==> config.mk <==
export PLATFORM = sky130hd
export DESIGN_NAME = lsu_ctrl
export DESIGN_NICKNAME = d
export VERILOG_FILES = /design/src/rtl/lsu_pkg.sv /design/src/rtl/lsu_align.sv /design/src/rtl/lsu_ctrl.sv
export SDC_FILE = /design/constraint.sdc
export NUM_CORES = 1
export LEC_CHECK = 0
export ABC_CLOCK_PERIOD_IN_PS = 3000
export BUFFER_PORTS_ARGS = -buffer_cell sky130_fd_sc_hd__buf_2
export CORE_MARGIN = 1
export CORE_UTILIZATION = 50
export CTS_BUF_LIST = sky130_fd_sc_hd__clkbuf_8
export DETAILED_ROUTE_END_ITERATION = 16
export PLACE_DENSITY = 0.81
export SLEW_MARGIN = 40
export SYNTH_ARGS = -nofsm -noshare
export SYNTH_HDL_FRONTEND = slang
export SYNTH_HIERARCHICAL = 1
export SYNTH_SLANG_ARGS = --single-unit
==> constraint.sdc <==
create_clock -name clk -period 3 [get_ports clk]
set_input_delay 0.3 -clock clk [delete_from_list [all_inputs] [get_ports clk]]
set_output_delay 0.3 -clock clk [all_outputs]
set_load 0.05 [all_outputs]
==> src/rtl/lsu_pkg.sv <==
// lsu_pkg: shared state, size and fault-cause encodings for the load/store unit
package lsu_pkg;
    typedef enum logic [2:0] {S_IDLE, S_REQ, S_WAIT, S_DONE, S_FAULT} state_t;
    localparam logic [2:0] F3_B  = 3'b000;
    localparam logic [2:0] F3_H  = 3'b001;
    localparam logic [2:0] F3_W  = 3'b010;
    localparam logic [2:0] F3_BU = 3'b100;
    localparam logic [2:0] F3_HU = 3'b101;
    localparam logic [1:0] FC_MISALIGN = 2'b01;
    localparam logic [1:0] FC_ILLEGAL  = 2'b10;
    localparam logic [1:0] FC_TIMEOUT  = 2'b11;
endpackage

==> src/rtl/lsu_align.sv <==
// lsu_align: byte-lane steering for stores and lane extraction/extension for loads
module lsu_align
    import lsu_pkg::*;
(
    input  logic [2:0]  i_f3,
    input  logic [1:0]  i_off,
    input  logic [31:0] i_data,
    input  logic [31:0] i_rdata,
    output logic [3:0]  o_be,
    output logic [31:0] o_wdata,
    output logic [31:0] o_ldata
);
    logic [31:0] w_lane;
    assign w_lane = i_rdata >> {i_off, 3'b000};
    always_comb begin
        o_be    = i_f3[1:0] == 2'b00 ? 4'b0001 << i_off :
                  i_f3[1:0] == 2'b01 ? 4'b0011 << i_off : 4'b1111;
        o_wdata = i_f3[1:0] == 2'b00 ? {4{i_data[7:0]}} :
                  i_f3[1:0] == 2'b01 ? {2{i_data[15:0]}} : i_data;
        o_ldata = i_f3 == F3_B  ? {{24{w_lane[7]}}, w_lane[7:0]} :
                  i_f3 == F3_H  ? {{16{w_lane[15]}}, w_lane[15:0]} :
                  i_f3 == F3_BU ? {24'b0, w_lane[7:0]} :
                  i_f3 == F3_HU ? {16'b0, w_lane[15:0]} : w_lane;
    end
endmodule

==> src/rtl/lsu_ctrl.sv <==
// lsu_ctrl: load/store unit sequencing the data-memory handshake, stalls and faults
module lsu_ctrl
    import lsu_pkg::*;
#(
    parameter int TIMEOUT = 16
) (
    input  logic        clk,
    input  logic        rst,
    input  logic        op_valid,
    input  logic        op_load,
    input  logic        op_store,
    input  logic [2:0]  funct3,
    input  logic [31:0] addr,
    input  logic [31:0] store_data,
    output logic        stall,
    output logic [31:0] load_data,
    output logic        op_done,
    output logic        fault,
    output logic [1:0]  fault_cause,
    output logic        mem_req,
    input  logic        mem_ready,
    output logic [31:0] mem_addr,
    output logic        mem_we,
    output logic [3:0]  mem_be,
    output logic [31:0] mem_wdata,
    input  logic        mem_rvalid,
    input  logic [31:0] mem_rdata
);
    localparam int CW = TIMEOUT > 1 ? $clog2(TIMEOUT + 1) : 1;
    state_t        r_state, w_next;
    logic [31:0]   r_addr, r_sdata, r_ldata;
    logic [2:0]    r_f3;
    logic          r_store;
    logic [1:0]    r_cause, w_cause;
    logic [CW-1:0] r_cnt;
    logic          w_accept, w_illegal, w_misalign, w_timeout, w_req;
    logic [3:0]    w_be;
    logic [31:0]   w_wdata, w_ldata;
    lsu_align u_align (
        .i_f3    (r_f3),
        .i_off   (r_addr[1:0]),
        .i_data  (r_sdata),
        .i_rdata (mem_rdata),
        .o_be    (w_be),
        .o_wdata (w_wdata),
        .o_ldata (w_ldata)
    );
    assign w_accept   = r_state == S_IDLE && op_valid && (op_load || op_store);
    assign w_illegal  = (op_load && op_store) ||
                        (op_store ? funct3 > F3_W : !(funct3 inside {F3_B, F3_H, F3_W, F3_BU, F3_HU}));
    assign w_misalign = ((funct3 == F3_H || funct3 == F3_HU) && addr[0]) ||
                        (funct3 == F3_W && addr[1:0] != 2'b00);
    assign w_timeout  = TIMEOUT != 0 && r_cnt + 1'b1 == CW'(TIMEOUT);
    assign w_req      = r_state == S_REQ;
    always_comb begin
        w_next  = r_state;
        w_cause = r_cause;
        unique case (r_state)
            S_IDLE:  if (w_accept) begin
                w_next  = (w_illegal || w_misalign) ? S_FAULT : S_REQ;
                w_cause = w_illegal ? FC_ILLEGAL : FC_MISALIGN;
            end
            S_REQ:   w_next = mem_ready ? (r_store ? S_DONE : S_WAIT) : S_REQ;
            S_WAIT:  if (mem_rvalid) w_next = S_DONE;
                     else if (w_timeout) begin
                         w_next  = S_FAULT;
                         w_cause = FC_TIMEOUT;
                     end
            S_DONE:  w_next = S_IDLE;
            S_FAULT: w_next = S_IDLE;
            default: w_next = S_IDLE;
        endcase
    end
    always_ff @(posedge clk) begin
        if (rst) begin
            r_state <= S_IDLE;
            r_addr  <= '0;
            r_sdata <= '0;
            r_ldata <= '0;
            r_f3    <= '0;
            r_store <= 1'b0;
            r_cause <= '0;
            r_cnt   <= '0;
        end else begin
            r_state <= w_next;
            r_cause <= w_cause;
            r_cnt   <= r_state == S_WAIT ? r_cnt + 1'b1 : '0;
            if (w_accept) begin
                r_addr  <= addr;
                r_sdata <= store_data;
                r_f3    <= funct3;
                r_store <= op_store;
            end
            if (r_state == S_WAIT && mem_rvalid) r_ldata <= w_ldata;
        end
    end
    assign stall       = w_accept || w_req || r_state == S_WAIT;
    assign op_done     = r_state == S_DONE || r_state == S_FAULT;
    assign fault       = r_state == S_FAULT;
    assign fault_cause = fault ? r_cause : 2'b00;
    assign load_data   = r_ldata;
    assign mem_req     = w_req;
    assign mem_addr    = w_req ? {r_addr[31:2], 2'b00} : 32'd0;
    assign mem_we      = w_req && r_store;
    assign mem_be      = w_req ? w_be : 4'd0;
    assign mem_wdata   = w_req ? w_wdata : 32'd0;
endmodule

# --- After elaboration in Yosys (flattened, before gate mapping) ---
# Cells that the tools add are included.
word_totals:
  register_bits: 110
  inputBits: 106
  elab_cells: 82
classes:
  n_addsub: 1
  magnitude_cmp: 1
  eq_ne: 17
  n_shift: 3
  n_mux: 25
  bitwise_logic: 1
  reduce_logical: 26
op_table:
  columns: ["op", "n"]
  rows:
  - ["32-bit 2-to-1 mux", 8]
  - ["32-bit by 5-bit right shift with 32-bit output", 1]
  - ["3-bit == test, second input constant", 5]
  - ["2-bit 2-to-1 mux", 6]
  - ["3-bit 2-to-1 mux", 4]
  - ["4-bit 2-to-1 mux", 3]
  - ["3-bit by 1-bit == test with 1-bit output, second input constant", 3]
  - ["3-bit by 2-bit == test with 1-bit output, second input constant", 3]
  - ["3-bit logical NOT", 3]
  - ["3-bit case mux with 3 select lines", 1]
  - ["1-bit logical OR", 8]
  - ["1-bit logical AND", 7]
  - ["2-bit inequality test, second input constant", 3]
  - ["5-bit by 1-bit adder with 5-bit output, second input constant", 1]
  - ["5-bit == test, second input constant", 1]
  - ["5-bit nonzero test", 1]
  - ["2-bit case mux with 2 select lines", 1]
  - ["4-bit AND reduction", 1]
  - ["2-bit nonzero test", 2]
  - ["1-bit by 2-bit left shift with 4-bit output, first input constant", 1]
  - ["2-bit by 2-bit left shift with 4-bit output, first input constant", 1]
  - ["3-bit by 2-bit greater-than comparator with 1-bit output, second input constant", 1]
  - ["3-bit inequality test, second input constant", 1]
  - ["2-bit by 1-bit == test with 1-bit output, second input constant", 1]
  - ["6 further kinds", 7]

# --- Depth between registers and ports, before layout ---
logic_depth:
  ltp_word: 9
  ltp_mapped: 9

# --- By module ---
# Netlist, hierarchy kept.
modules_own_cells:
  columns: ["module", "n_inst", "cells_each", "area_each_um2"]
  rows:
  - ["lsu_ctrl", 1, 583, 4500.6]
  - ["lsu_align", 1, 176, 1272.5]

# --- Least setup slack after synthesis ---
# Ideal clock, no wire load.
synth_timing:
  path_type: "register to output"
  from: "register r_addr[1]"
  to: "output mem_be[2]"
  arrival_ps: 1914
  t_required_ps: 2700
  setup_slack_ps: 786
  path_stages_with_launch: 8
  path_buffers: 3
  path_cell_list: "dfxtp_1 buf_6 buf_2 buf_1 inv_1 ha_1 a211o_1 and2_1"
synth_between:
  elab_chain_len: 4
  elab_cells_between_ends: 5
  classes_between: "shift (2); mux (3)"
synth_rtl:
  columns: ["item", "line_no", "rtl"]
  rows:
  - ["start, declared", "lsu_ctrl.sv:31", "logic [31:0] r_addr, r_sdata, r_ldata;"]
  - ["start signal, assigned", "lsu_ctrl.sv:89", "r_addr <= addr;"]
  - ["2-bit by 2-bit left shift with 4-bit output", "lsu_align.sv:17", "i_f3[1:0] == 2'b01 ? 4'b0011 << i_off : 4'b1111;"]
  - ["4-bit 2-to-1 mux", "lsu_align.sv:17", null]
  - ["4-bit 2-to-1 mux (*)", "lsu_align.sv:16", "o_be = i_f3[1:0] == 2'b00 ? 4'b0001 << i_off :"]
  - ["named net w_be[2]", "lsu_ctrl.sv:37", "logic [3:0] w_be;"]
  - ["4-bit 2-to-1 mux (*)", "lsu_ctrl.sv:105", "assign mem_be = w_req ? w_be : 4'd0;"]
  - ["end, declared", "lsu_ctrl.sv:24", "output logic [3:0] mem_be,"]
# Mark *: on every way through the listed nets, which the timed path passes. The rest lies on a longest branch.

# --- Worst setup path in the final report ---
layout_timing:
  from: "register r_addr[0]"
  to: "output mem_be[2]"
# The elaborated chain is that of the path after synthesis.

==> out/results.ini <==
[clock_tree]
ctsResizeCount=0
hold_buffers=0
numCtsBuffers=9
path_clk_slew_ps=100
postCtsSetupRepairBufs=0
clock_sinks=110
cts_tree=done
root_buffer=clkbuf_8
cts_buffer_depth=2
insertion_delay_ps=360
htreeDepth=3

[routing]
vias=5736
via_per_inst=5.35
wl_per_cell_um=14.6
first_iter_violations=343
drc=0
drt_first_pass_iters=5
drt_wl_total_mm=15.7
antenna_left=0

[placement]
finalWeightedCongestion=0.949
port_buffers=210
post-dp-hpwl_mm=11.3
placed_area_um2=6760
preCtsSetupSlack_ps=836

[setup_path]
reg2reg_slack_ps=880
crit_fanout=13
r2r_end=load_data[21]$_SDFFE_PP0P_
r2r-start=r_addr[1]$_SDFFE_PP0P_
arrival_ps=2300
reg2reg_depth=6
setup.worst_path.end_class=output pin
crit_type=register to output pin
start_kind=register
required_ps=2700

[floorplanning]
start_util_pct=52.3
num_io_pins=213
core_um2=11000
die_h_um=109
rows=38
die_area_um2=12000
die_w_um=109

[synthesis]
synth_compound_area_share_pct=16.3
synth_top_area_share_pct=38.1
syn_area_um2=5770
syn_inst=759
synth.area.mux_share_pct=9.38
synth_top_family_by_area=simple AND/OR/NAND/NOR gates
synth_common_cells=nand2_1, a21oi_1, dfxtp_1, and2_1, mux2_2
yosys.area_share.simple_pct=27.5
yosysTopAreaCell=dfxtp_1
synth_cell_type_count=51
syn_area_per_cell_um2=7.61
synthXorXnorAreaFrac_pct=0.607
yosys-top-cells-area=dfxtp_1, nand2_1, a21oi_1, and2_1, mux2_2
synth_edf_count=0
async_flop_share_pct=0
synth_seq_cells=110
synth_seq_area_share_pct=38.1
synth_adder_area_share_pct=1.30
ys.flop_type=dfxtp_1
synth.most_common_cell=nand2_1
synth_warnings=6

[cells_and_area]
diodes=0
drive_gt1_share_pct=30.5
finalNetCount=1040
post-route-cell-area_um2=6940
synthToLayoutAreaGrowth_pct=20.1

[sta]
finalCritPeriodShare_pct=86.8
setup_violations=0
layout_setup_ws_ps=397
whs_ps=156
worst_pin_slew_ps=818
period_needed_ps=2600
finClkSkew_ps=7.05
slew_violations=0
hold_viol=0
fmax_ghz=0.384
rsz0062_at_grt=false
slew_headroom_pct=45.4
finalSetupTns_ps=0

[grt]
grt_max_degree=60
grt_pass1_vias=5147
antenna_found_initial=1
grt_use_total_pct=26.0
globalRouteOverflowTotal=0
grt_pass1_wl_mm=24.4

[pwr]
leakage_nw=3.12
ir_drop_v=0.000358
pwr_density_cell_nw_per_um2=458
finalPower_mw=3.17

[job]
max_cap_violations=0

[min_path]
hold_start=store_data[16]
min_path_cells=3
hold_class=input port to register
holdPathEnd=r_sdata[16]$_SDFFE_PP0P_

[run_status]
outcome=complete, no violations

-- kinds of logic (layout without fill, tap and decap cells) --
family	count (synthesis)	after routing
adders and majority gates	6	6
buffers and inverters	72	244
muxes	49	49
and+or+nand+nor	351	351
other	1	2
DFF	110	110
xor gates and xnor gates	4	4
AOI/OAI and AO/OA	166	166
-- worst max-delay path: stages (launching register included) --
cell	delay, ps
dfxtp_1	670
inv_2	240
ha_1	260
nor2b_1	130
a211o_1	300
and2_1	140
buf_2	200
-- area by class of cell --
type | instances | area (µm²)
Multi-Input combinational cell | 578 | 3190
Fill cell | 1055 | 4100
Inverter | 6 | 22.5
Clock inverter | 6 | 56.3
Timing Repair Buffer | 223 | 1160
Tap cell | 140 | 175
Sequential cell | 110 | 2200
Clock buffer | 9 | 124
-- registers in the layout, summed over array words and instances, names as in the netlist --
signal,flops
load_data,32
r_addr,32
r_cause,2
r_cnt,5
r_f3,3
r_sdata,32
r_state,3
r_store,1
-- cell usage in the layout (no fill, tap or decap), types with 3 or more instances in the layout --
master,synthesis,final
nand2b_1,4,3
o21ai_0,18,18
dfxtp_1,110,110
ha_1,6,6
inv_1,5,7
and2_1,68,68
mux2_2,31,31
buf_4,17,13
mux2i_1,17,17
nand3_1,5,5
nor2_1,22,22
a21oi_1,120,120
a221oi_1,7,7
nand2_1,234,234
clkbuf_8,0,9
buf_2,17,209
and3_1,3,3
-- metrics by stage --
| step | utilization (%) | std cells |
|---|---|---|
| after floorplan | - | 760 |
| after global placement | 61.2 | 1057 |
| after detailed placement | 61.2 | 1057 |
| after CTS | 62.9 | 1072 |
| after global routing | 62.9 | 1072 |
| final | 62.9 | 1072 |
-- metal layers --
layer  track usage [%]  vias up  wire length, µm
met5                 0        -                8
met4              8.67        2              326
met3              6.16       35             1120
met2              44.6      222             7630
met1              31.9     2649             6570
li1                  -     2828                -
-- power breakdown --
group | internal (mW) | switching, mW | leakage [nW]
Clock | 0.376 | 0.488 | 0.101
Sequential | 1.54 | 0.0640 | 0.896
Combinational | 0.264 | 0.444 | 2.12
Total | 2.18 | 0.996 | 3.12
-- worst max-delay path by stage --
stage	from	cells past startpoint	slack [ps]	to
global placement	r_addr[0]$_SDFFE_PP0P_	6	860	mem_be[2]
CTS	r_addr[0]$_SDFFE_PP0P_	6	400	mem_be[2]
detailed placement	r_addr[0]$_SDFFE_PP0P_	6	840	mem_be[2]
global route	r_addr[0]$_SDFFE_PP0P_	6	250	mem_be[2]
floorplan	r_addr[1]$_SDFFE_PP0P_	7	790	mem_be[2]
finish	r_addr[0]$_SDFFE_PP0P_	6	400	mem_be[2]
Power figures use the tool's default switching activity.
